[src/rtl/fact_pkg.sv]
// Shared types and helpers for the factorial sequencing controller.
// Output decode lives here so every state maps to its strobes in one place.
package fact_pkg;

  typedef enum logic [2:0] {
    IDLE,
    LOAD,
    CHECK,
    MULT,
    DONE,
    ERR
  } fact_state_t;

  localparam int FACT_N_MAX = 12;

  typedef struct packed {
    logic load_cnt;
    logic en;
    logic sel_1;
    logic load_reg;
    logic sel_2;
    logic busy;
    logic done;
    logic err;
  } fact_out_t;

  // Moore decode: strobes are a pure function of the state being entered.
  function automatic fact_out_t fact_decode(input fact_state_t s);
    fact_out_t o;
    o = '0;
    case (s)
      LOAD: begin
        o.load_cnt = 1'b1;
        o.load_reg = 1'b1;
        o.busy     = 1'b1;
      end
      CHECK: o.busy = 1'b1;
      MULT: begin
        o.sel_1    = 1'b1;
        o.load_reg = 1'b1;
        o.en       = 1'b1;
        o.busy     = 1'b1;
      end
      DONE: begin
        o.sel_2 = 1'b1;
        o.done  = 1'b1;
      end
      ERR:     o.err = 1'b1;
      default: o = '0;
    endcase
    return o;
  endfunction

endpackage

[src/rtl/rise_det.sv]
// Registered rising-edge detector; the delayed copy clears on reset, so a level
// held high through reset reads as a rise in the first cycle afterwards.
module rise_det (
  input  logic clk,
  input  logic rst,
  input  logic d,
  output logic rise
);

  logic d_q;

  always_ff @(posedge clk) begin
    if (!rst) d_q <= 1'b0;
    else      d_q <= d;
  end

  assign rise = d & ~d_q;

endmodule

[src/rtl/fact_ctrl.sv]
// Sequencing controller for the factorial datapath: range check, then alternating
// CHECK/MULT steps until the count reaches 1, with a saturating busy-cycle counter.
module fact_ctrl
  import fact_pkg::*;
#(
  parameter int CYC_W = 8
) (
  input  logic             clk,
  input  logic             rst,
  input  logic             go,
  input  logic             gt_in,
  input  logic             gt_fact,
  output logic             load_cnt,
  output logic             en,
  output logic             sel_1,
  output logic             load_reg,
  output logic             sel_2,
  output logic             busy,
  output logic             done,
  output logic             err,
  output logic [CYC_W-1:0] cyc
);

  fact_state_t state;
  fact_out_t   outs;
  logic        go_rise;

  rise_det u_go_rise (
    .clk  (clk),
    .rst  (rst),
    .d    (go),
    .rise (go_rise)
  );

  // Outputs are registered alongside the state, decoded from the state being entered.
  always_ff @(posedge clk) begin
    if (!rst) begin
      state <= IDLE;
      outs  <= '0;
      cyc   <= '0;
    end else begin
      case (state)
        IDLE, DONE, ERR: begin
          if (go_rise) begin
            cyc <= '0;
            if (gt_in) begin
              state <= ERR;
              outs  <= fact_decode(ERR);
            end else begin
              state <= LOAD;
              outs  <= fact_decode(LOAD);
            end
          end
        end
        LOAD: begin
          state <= CHECK;
          outs  <= fact_decode(CHECK);
        end
        CHECK: begin
          if (gt_fact) begin
            state <= MULT;
            outs  <= fact_decode(MULT);
          end else begin
            state <= DONE;
            outs  <= fact_decode(DONE);
          end
        end
        MULT: begin
          state <= CHECK;
          outs  <= fact_decode(CHECK);
        end
        default: begin
          state <= IDLE;
          outs  <= fact_decode(IDLE);
        end
      endcase
      // outs.busy mirrors the current state, so this counts busy cycles exactly.
      if (outs.busy && (cyc != {CYC_W{1'b1}})) cyc <= cyc + 1'b1;
    end
  end

  assign load_cnt = outs.load_cnt;
  assign en       = outs.en;
  assign sel_1    = outs.sel_1;
  assign load_reg = outs.load_reg;
  assign sel_2    = outs.sel_2;
  assign busy     = outs.busy;
  assign done     = outs.done;
  assign err      = outs.err;

endmodule

[config.mk]
export PLATFORM = sky130hd
export DESIGN_NAME = fact_ctrl
export DESIGN_NICKNAME = d
export VERILOG_FILES = /design/src/rtl/fact_pkg.sv /design/src/rtl/rise_det.sv /design/src/rtl/fact_ctrl.sv
export SDC_FILE = /design/constraint.sdc
export NUM_CORES = 1
export LEC_CHECK = 0
export ABC_AREA = 1
export CORE_UTILIZATION = 43
export CTS_CLUSTER_DIAMETER = 60
export DETAILED_ROUTE_END_ITERATION = 12
export PLACE_DENSITY = 0.73
export SYNTH_ARGS = -nofsm -noshare
export SYNTH_HDL_FRONTEND = slang
export SYNTH_SLANG_ARGS = --single-unit
[constraint.sdc]
create_clock -name clk -period 1.4 [get_ports clk]
set_clock_uncertainty 0.1 [all_clocks]
set_input_delay 0.14 -clock clk [delete_from_list [all_inputs] [get_ports clk]]
set_output_delay 0.14 -clock clk [all_outputs]
set_load 0.01 [all_outputs]
==> metrics <==
ANT nets after route=0; combinational share of power=27.5%; RSZ-0062 raised after global routing=false; Avg WL per Cell=10.7 microns; CP Class=flip-flop to flip-flop; Leakage=0.548 nW; Initial Utilization=45.7%; pin count of the biggest net entering global routing=11; worst min-delay path class=input port to flip-flop; placed cells=183; DRC=0; Worst Setup End Kind=flip-flop; chip height=47.5 microns; clock power share=a little over a quarter; Distinct cells, synth=19; R2R Setup Slk=0.08 ns; CTS sink count=18; vias in the first global route=between 700 and 800; final-report hold violation count=0; placed cell area=0.00116 sq mm; MaxCap Viol Count=0; TritonCTS buffer count=3; Clock Path Buffers=2; leading register cell type out of synthesis=dfxtp_1; Most Used Layer, Global Route=met2; first-pass GRT wire length=3.08 mm; net switching power figure=about 420 uW; Root Driver=clkbuf_4; Post-synth EDFFs=0; I/O pin count=21; gr usage total=20.2%; Global Route met1 Usage=between 20% and 30%; Max IR drop VDD=0.000697 V; met3 GRT Util=4.53%; Post-Layout Cell Count=188; Synth Area per Inst=6.78 sq um; router iterations before antenna repair=4; internal power=838 uW; Initial DRC Count=35; Via Count=roughly 930; M2 GR Usage=32.1%; Setup crit start kind=flip-flop; Cell Rows=16; design area=0.00122 sq mm; Net count, final=between 150 and 200; CTS tree=built; Vias/cell=a little under 5; total grt overflow=0; Die Wd=47.5 microns; status=finished clean; setup violators final=0; maximum clock rate=757 MHz; initial antenna violation count=0; Seq/Total Area, Yosys=40.6%; Tcrit/Tclk final=between 90% and 100%; largest fanout on the critical path=6; asr flop ratio synth=0%; Routed WL=just over 2 mm; Critical Path RT=1.51 ns; Port Buffers=20; part of the power in registers=a little under half; Synth area leader=dfxtp_1; Syn. warnings=0; #FFs+latches synth=18; Synth top area share=40.6%; max reg flops=8; Largest Register=cyc; sw frac=33.2%; synthesized cell area=888 sq um; Final HPWL DP=between 1.5 and 2 mm; critical path data arrival time=1.43 ns; Final min period=1.32 ns; Rel. slew slack=83.9%; biggest regs=cyc: 8 flops, state: 3 flops; layout cell share with drive strength beyond 1=roughly a quarter; Slew Viols, Final=0; top post-synthesis cells by area=dfxtp_1 (41%), nand2_1 (16%), a21oi_1 (8.5%); die area=0.00225 sq mm; htree depth=1; total power=1.26 mW; core area=between 0.0015 and 0.002 sq mm; Placer Congestion=just under 0.9; Area Overhead vs Synth=37.2%; hold_buf cts=0; clk_lat worst skew=0.30 ns; Slew @ Worst Pin=0.240 ns; Post-Synthesis Cells=131; pwr dens=1030 mW/mm^2; Ant. Diodes=0; clock slew at reported path FFs=~0.11 ns; Syn Nets=137
==> metal layers <==
metal / vias up / wire length [microns]
met2: 28 / 948
met5: - / 0
met4: 0 / 42
met3: 5 / 112
met1: 421 / 910
li1: 477 / -
==> worst max-delay path, stage by stage (launching register included) <==
cell     delay, ns
dfxtp_2       0.36
ha_4          0.14
nand2_2       0.07
nor2_4        0.10
nand2_2       0.09
nand2_4       0.11
inv_2         0.08
o21ai_1       0.12
nor2_1        0.05
==> cell families after synthesis <==
| family | after synthesis | synth area share (%) |
|---|---|---|
| AND/OR/NAND/NOR | 71 | 36.5 |
| AO/OA/AOI/OAI | 21 | 12.3 |
| buffers and inverters | 20 | 9.29 |
| flip-flops | 18 | 40.6 |
| adder cells (fa/ha/maj) | 1 | 1.41 |
==> placed cells by master (no fill, tap or decap), types with 5 or more instances in the layout <==
cell type	n
nor2_1	9
dfxtp_1	10
inv_1	12
inv_2	5
nand3_1	11
buf_4	8
a21oi_1	15
nand2_2	7
nand2_1	38
dlygate4sd2_1	16
==> worst paths after layout <==
check / to / startpoint / depth (start not counted)
worst min register to register: load_cnt / load_cnt / 2
worst max register to register: cyc[0] / cyc[0] / 8
worst max-delay path: cyc[0] / cyc[0] / 8
worst min-delay path: u_go_rise.d_q / go / 3
==> what timing repair did <==
action,in CTS,in global routing
gates resized for setup,26,3
endpoints found under the setup margin,16,7
pin swaps,0,2
gates cloned,0,1
setup buffers,0,0
==> layout make-up <==
| type | count | area [sq um] |
|---|---|---|
| Clock buffer | 4 | 36.3 |
| Fill cell | 176 | 723 |
| Inverter | 17 | 63.8 |
| Multi-Input combinational cell | 94 | 464 |
| Sequential cell | 18 | 380 |
| Tap cell | 27 | 33.8 |
| Timing Repair Buffer | 28 | 240 |
==> power groups by stage <==
stage / Sequential, mW / Combinational [mW] / Clock (mW)
after detailed placement: 0.593 / 0.357 / 0
after global placement: 0.592 / 0.349 / 0
final: 0.577 / 0.345 / 0.334
after floorplan: 0.615 / 0.194 / 0
after CTS: 0.573 / 0.337 / 0.343
after global routing: 0.581 / 0.389 / 0.366
==> cells in the mapped netlist (2+ instances only) <==
master	n
nand2_2	6
nand4_1	2
buf_4	2
nand3_1	11
a21oi_1	15
nor2_2	2
nor2_1	9
dfxtp_1	18
o21ai_0	4
inv_2	5
inv_1	12
nand2_1	38
==> per-stage QoR <==
step | TNS, ns | setup WS, ns | hold WS (ns) | utilization [%]
after floorplan | 0 | 0.0190 | 0.133 | -
after global placement | -0.0270 | -0.00927 | 0.350 | 60.0
after detailed placement | -0.148 | -0.0502 | 0.355 | 60.0
after CTS | 0 | 0.0244 | 0.271 | 61.7
after global routing | 0 | 0.00728 | 0.290 | 62.8
final | 0 | 0.0793 | 0.270 | 62.8
Note: power is estimated with default switching activity, not from simulation.
